$ cat src/rtl/irq_ctrl_pkg.sv
// Shared definitions for the two-source interrupt controller:
// register offsets, source indices and the register-select decode.
package irq_ctrl_pkg;

  localparam int NUM_SRC   = 2;
  localparam int SRC_TIMER = 0;
  localparam int SRC_EXT   = 1;

  localparam logic [3:0] OFF_MASK    = 4'h0;
  localparam logic [3:0] OFF_PENDING = 4'h4;
  localparam logic [3:0] OFF_STATUS  = 4'h8;
  localparam logic [3:0] OFF_SET     = 4'hC;

  typedef enum logic [1:0] {
    REG_MASK    = 2'd0,
    REG_PENDING = 2'd1,
    REG_STATUS  = 2'd2,
    REG_SET     = 2'd3
  } reg_sel_e;

  // Only the word index of the byte address selects a register.
  function automatic reg_sel_e decode_addr(input logic [3:0] addr);
    return reg_sel_e'(addr[3:2]);
  endfunction

endpackage

$ cat src/rtl/irq_sync.sv
// Flop-chain synchronizer for one asynchronous interrupt line.
module irq_sync #(
  parameter int STAGES = 2
) (
  input  logic clk,
  input  logic reset,
  input  logic d_i,
  output logic q_o
);

  logic [STAGES-1:0] chain_q;

  always_ff @(posedge clk) begin
    if (reset) begin
      chain_q <= '0;
    end else begin
      chain_q[0] <= d_i;
      for (int k = 1; k < STAGES; k++) begin
        chain_q[k] <= chain_q[k-1];
      end
    end
  end

  assign q_o = chain_q[STAGES-1];

endmodule

$ cat src/rtl/irq_ctrl.sv
// Two-source interrupt controller: synchronized edge/level capture, ack
// handshake with in-service tracking, fixed priority and a small register file.
module irq_ctrl
  import irq_ctrl_pkg::*;
#(
  parameter logic [NUM_SRC-1:0] IRQ_EDGE    = 2'b11,
  parameter int                 SYNC_STAGES = 2
) (
  input  logic                clk,
  input  logic                reset,
  input  logic [NUM_SRC-1:0]  irq_src,
  input  logic [NUM_SRC-1:0]  interrupt_ack,
  input  logic                dec_mret,
  input  logic                reg_wr_en,
  input  logic                reg_rd_en,
  input  logic [3:0]          reg_addr,
  input  logic [31:0]         reg_wdata,
  output logic [31:0]         reg_rdata,
  output logic [NUM_SRC-1:0]  interrupt_enable,
  output logic                irq_active
);

  logic [NUM_SRC-1:0] sync_s;
  logic [NUM_SRC-1:0] sync_prev_q;
  logic [NUM_SRC-1:0] set_evt;
  logic [NUM_SRC-1:0] ack_prev_q;
  logic [NUM_SRC-1:0] ack_edge;

  logic [NUM_SRC-1:0] pending_q, pending_d;
  logic [NUM_SRC-1:0] ovf_q, ovf_d;
  logic [NUM_SRC-1:0] in_service_q, in_service_d;
  logic [NUM_SRC-1:0] mask_q, mask_d;
  logic [31:0]        rdata_q, rdata_d;

  logic [NUM_SRC-1:0] pend_w1c, ovf_w1c, sw_set;
  reg_sel_e           sel;

  genvar gi;
  generate
    for (gi = 0; gi < NUM_SRC; gi++) begin : g_src
      irq_sync #(.STAGES(SYNC_STAGES)) u_sync (
        .clk   (clk),
        .reset (reset),
        .d_i   (irq_src[gi]),
        .q_o   (sync_s[gi])
      );
      if (IRQ_EDGE[gi]) begin : g_edge
        assign set_evt[gi] = sync_s[gi] & ~sync_prev_q[gi];
      end else begin : g_level
        assign set_evt[gi] = sync_s[gi];
      end
    end
  endgenerate

  assign ack_edge = interrupt_ack & ~ack_prev_q;
  assign sel      = decode_addr(reg_addr);

  always_comb begin
    pend_w1c = '0;
    ovf_w1c  = '0;
    sw_set   = '0;
    mask_d   = mask_q;
    if (reg_wr_en) begin
      case (sel)
        REG_MASK:    mask_d   = reg_wdata[NUM_SRC-1:0];
        REG_PENDING: pend_w1c = reg_wdata[NUM_SRC-1:0];
        REG_STATUS:  ovf_w1c  = reg_wdata[3:2];
        REG_SET:     sw_set   = reg_wdata[NUM_SRC-1:0];
        default:     ;
      endcase
    end
    // Set events are OR'd in last so they win over a same-cycle clear.
    pending_d    = (pending_q & ~(ack_edge | pend_w1c)) | set_evt | sw_set;
    ovf_d        = (ovf_q & ~ovf_w1c) | (set_evt & pending_q);
    in_service_d = (dec_mret ? '0 : in_service_q) | ack_edge;
  end

  always_comb begin
    rdata_d = rdata_q;
    if (reg_rd_en) begin
      case (sel)
        REG_MASK:    rdata_d = {30'd0, mask_q};
        REG_PENDING: rdata_d = {30'd0, pending_q};
        REG_STATUS:  rdata_d = {28'd0, ovf_q, in_service_q};
        default:     rdata_d = 32'd0;
      endcase
    end
  end

  always_ff @(posedge clk) begin
    if (reset) begin
      sync_prev_q  <= '0;
      ack_prev_q   <= '0;
      pending_q    <= '0;
      ovf_q        <= '0;
      in_service_q <= '0;
      mask_q       <= '0;
      rdata_q      <= '0;
    end else begin
      sync_prev_q  <= sync_s;
      ack_prev_q   <= interrupt_ack;
      pending_q    <= pending_d;
      ovf_q        <= ovf_d;
      in_service_q <= in_service_d;
      mask_q       <= mask_d;
      rdata_q      <= rdata_d;
    end
  end

  // Request outputs decode registered state only; source 0 wins ties.
  assign interrupt_enable[SRC_TIMER] = pending_q[SRC_TIMER] & mask_q[SRC_TIMER] & ~|in_service_q;
  assign interrupt_enable[SRC_EXT]   = pending_q[SRC_EXT] & mask_q[SRC_EXT] & ~|in_service_q
                                       & ~interrupt_enable[SRC_TIMER];
  assign irq_active = |in_service_q;
  assign reg_rdata  = rdata_q;

  logic unused_bits;
  assign unused_bits = ^{reg_wdata[31:4], reg_addr[1:0]};

endmodule
$ cat config.mk
export PLATFORM = sky130hd
export DESIGN_NAME = irq_ctrl
export DESIGN_NICKNAME = d
export VERILOG_FILES = /design/src/rtl/irq_ctrl_pkg.sv /design/src/rtl/irq_sync.sv /design/src/rtl/irq_ctrl.sv
export SDC_FILE = /design/constraint.sdc
export NUM_CORES = 1
export LEC_CHECK = 0
export BUFFER_PORTS_ARGS = -buffer_cell sky130_fd_sc_hd__buf_2
export CAP_MARGIN = 0
export CORE_ASPECT_RATIO = 0.9
export CORE_MARGIN = 8
export CORE_UTILIZATION = 38
export DETAILED_ROUTE_END_ITERATION = 7
export HOLD_SLACK_MARGIN = 0.1
export PLACE_DENSITY = 0.82
export SYNTH_ARGS = -nofsm -noshare
export SYNTH_HDL_FRONTEND = slang
export SYNTH_SLANG_ARGS = --single-unit
export TNS_END_PERCENT = 100
$ cat constraint.sdc
create_clock -name clk -period 1.1 [get_ports clk]
set_input_delay 0.11 -clock clk [delete_from_list [all_inputs] [get_ports clk]]
set_output_delay 0.11 -clock clk [all_outputs]
set_load 0.01 [all_outputs]
==> qor.yml <==
run_status: "finished, violations left"
failing_checks: "setup timing"
antenna_cells_inserted: 0
flip_flop_and_latch_count_after_synthesis: 20
crit_start: "in_service_q[1]"
place_hpwl_mm: 1.64
combinational_cell_fraction_of_total_power: 0.155
gr-total-overflow: 0
timing.clock.skew_ns: 0.00485
critical_path_required_ns: 0.99
avgRoutedWirePerCell_um: 12.4
fmax_mhz: 827
min_from: "reg_wdata[2]"
hold_class: "input pin to flip-flop"
synthDistinctLibCells: 22
first_pass_grt_wire_length_mm: 3.31
setup_viol_count_final: 3
drt_wl_total_mm: 2.12
rsz0062_at_grt: "yes"
cap_viol_max_count: 0
i_o_pin_total: 80
first_pass_iteration_count_of_the_detailed_router: 4
io_port_bufs: 21
h_tree_lvl_count: 1
fp-row-count: 17
ff_to_ff_setup_slack_ns: 0.08
floorplan.core_area_um2: 2470
fin_ws_ns: -0.110
clk_path_buf_depth: 2
final_net_count: 189
synthesis.yosys.warnings: 0
total_power_per_unit_cell_area_nw_per_um2: 1180
min_path_cells: 4
power_switching_mw: 0.351
cp.arrival_ns: 1.10
path_class: "flip-flop to output port"
syn-instance-count: 111
cts_sinks: 20
cts_inserted_buffers: 3
power_frac_seq: 0.551
first_global_vias: 758
synthSimpleGateAreaFrac: 0.248
synth_top_family_by_area: "simple AND/OR/NAND/NOR gates"
synth_commonest_cells: "sky130_fd_sc_hd__buf_4 (28), sky130_fd_sc_hd__dfxtp_1 (20), sky130_fd_sc_hd__nand2b_1 (8), sky130_fd_sc_hd__nor2_1 (8), sky130_fd_sc_hd__nor2b_1 (8)"
overall_via_count_from_detail_route: 753
ys_async_sr_fraction: 0
netlist_area_um2: 995
mean_post_synth_cell_area_um2: 8.96
final.period_utilization: 1.10
path_max_fanout: 3
most_common_cell_in_the_netlist: "sky130_fd_sc_hd__buf_4"
compound_cell_area_share_of_the_yosys_netlist: 0.0679
critical_path.startpoint_type: "flip-flop"
synth.area.mux_share: 0.0403
fin_crit_ns: 1.21
crit_end_element: "output port"
routed_via_density: 4.40
power.leakage_nw: 0.521
fp.dieArea_um2: 4510
post_place_setup_slack_ns: 0.0688
synth.yosys.seq_area_share: 0.403
synthDominantCellAreaShare: 0.403
drc: 0
vdd.ir_drop.worst_mv: 0.858
antenna_left: 0
clock_power_share: 0.294
antenna_found_initial: 0
cts.clk_slew.worst_paths_ns: 0.11
clkLatencyLatePin_ns: 0.29
finish.utilization: 0.479
die_y_um: 64.5
starting_density_of_the_core: 0.403
timing.final.hold_violations: 0
fraction_of_final_layout_cells_sized_beyond_drive_strength_1: 0.287
synthToLayoutAreaGrowth_pct: 18.9
synth_xor_area_frac: 0
regToRegStartpoint: "pending_q[1]"
place.gp.congestion: 0.709
clock_tree_from_tritoncts: "yes"
die_w_um: 69.9
grt_max_degree: 21
switching_share: 0.251
yosys-top-cells-area: "sky130_fd_sc_hd__dfxtp_1 (40%), sky130_fd_sc_hd__buf_4 (21%), sky130_fd_sc_hd__nand2b_1 (5.0%)"
finalSetupTns_ns: -0.266
first_iter_violations: 21
synthDominantAreaCellType: "sky130_fd_sc_hd__dfxtp_1"
holdPathEnd: "ovf_q[0]"
synth_top_flop_cell: "sky130_fd_sc_hd__dfxtp_1"
synth-adder-area-share: 0
worst-r2r-cell-count: 3
max_slew_violation_count: 0
cellInternalPower_mw: 1.05
number_of_flops_mapped_to_enable_cells_by_yosys: 0
rr_endpoint: "reg_rdata[1]"
groute.usage.overall: 0.0853
clk_root_buffer_cell: "sky130_fd_sc_hd__clkbuf_4"
## cell usage in the layout, fill, tap and decap left out, drive strengths merged
cell	netlist	routed
a21oi	4	4
a2bb2oi	2	2
a311oi	2	2
a31oi	2	2
and2b	1	1
buf	29	24
clkbuf	2	4
conb	1	28
dfxtp	20	20
dlygate4sd3	0	8
inv	2	2
mux2i	4	4
nand2	3	3
nand2b	8	8
nand3	7	7
nand4	2	2
nand4b	2	2
nor2	8	8
nor2b	8	8
nor3b	1	1
or2	3	3
## through the flow
stage	total power [mW]	hold slack (ns)	instance area, um^2	instances
floorplan	0.977	0.219	1100	138
global placement	0.954	0.319	1010	157
detailed placement	0.963	0.342	1010	157
CTS	1.41	0.153	1150	170
global route	1.48	0.158	1180	171
finish	1.40	0.154	1180	171
## flip-flops by register name, summed over array words and instances (netlist names)
name	flops
g_src.u_sync.chain_q	4
ack_prev_q	2
ovf_q	2
pending_q	2
sync_prev_q	2
mask_q	2
reg_rdata	4
in_service_q	2
## worst max-delay path by stage
stage	cells past startpoint	slack (ns)	end
after floorplan	2	0.17	interrupt_enable[0]
after global placement	3	0.12	interrupt_enable[1]
after detailed placement	3	0.07	reg_rdata[1]
after CTS	3	-0.14	interrupt_enable[0]
after global routing	3	-0.16	interrupt_enable[0]
final	3	-0.11	interrupt_enable[0]
## layer usage
metal / part of all wire / wire [um] / up-vias / global-route usage
met4: 0 / 0 / 0 / 0.00752
li1: - / - / 374 / -
met3: 0.11 / 243 / 0 / 0.0609
met2: 0.49 / 1040 / 36 / 0.156
met5: 0 / 0 / - / 0
met1: 0.39 / 829 / 343 / 0.0788
## critical path, stage by stage (launching register included)
cell and delay, ns:
sky130_fd_sc_hd__dfxtp_2 0.34, sky130_fd_sc_hd__or2_4 0.27, sky130_fd_sc_hd__nor2_2 0.07, sky130_fd_sc_hd__buf_2 0.13
## cells by family after synthesis
| family | count (synthesis) |
|---|---|
| muxes | 4 |
| buffers and inverters | 33 |
| DFF | 20 |
| and+or+nand+nor | 43 |
| other | 1 |
| AOI/OAI and AO/OA | 10 |
## timing repair
item	CTS	global route
pin swaps	2	3
endpoints found under the hold margin	10	0
resized for setup	4	10
endpoints found under the setup margin	3	5
buffers inserted	1	1
hold buffers	8	0
## layout make-up
type	count	area, um^2
Clock buffer	4	36.3
Sequential cell	20	410
Multi-Input combinational cell	85	479
Tap cell	28	35.0
Inverter	2	7.51
Fill cell	240	1280
Timing Repair Buffer	32	214
## power by group through the flow
stage,registers [mW],clock network (mW),logic (mW)
global placement,0.785,0,0.170
CTS,0.771,0.429,0.206
floorplan,0.784,0,0.193
finish,0.771,0.411,0.218
global route,0.775,0.461,0.242
detailed placement,0.787,0,0.176
Power figures use the tool's default switching activity.
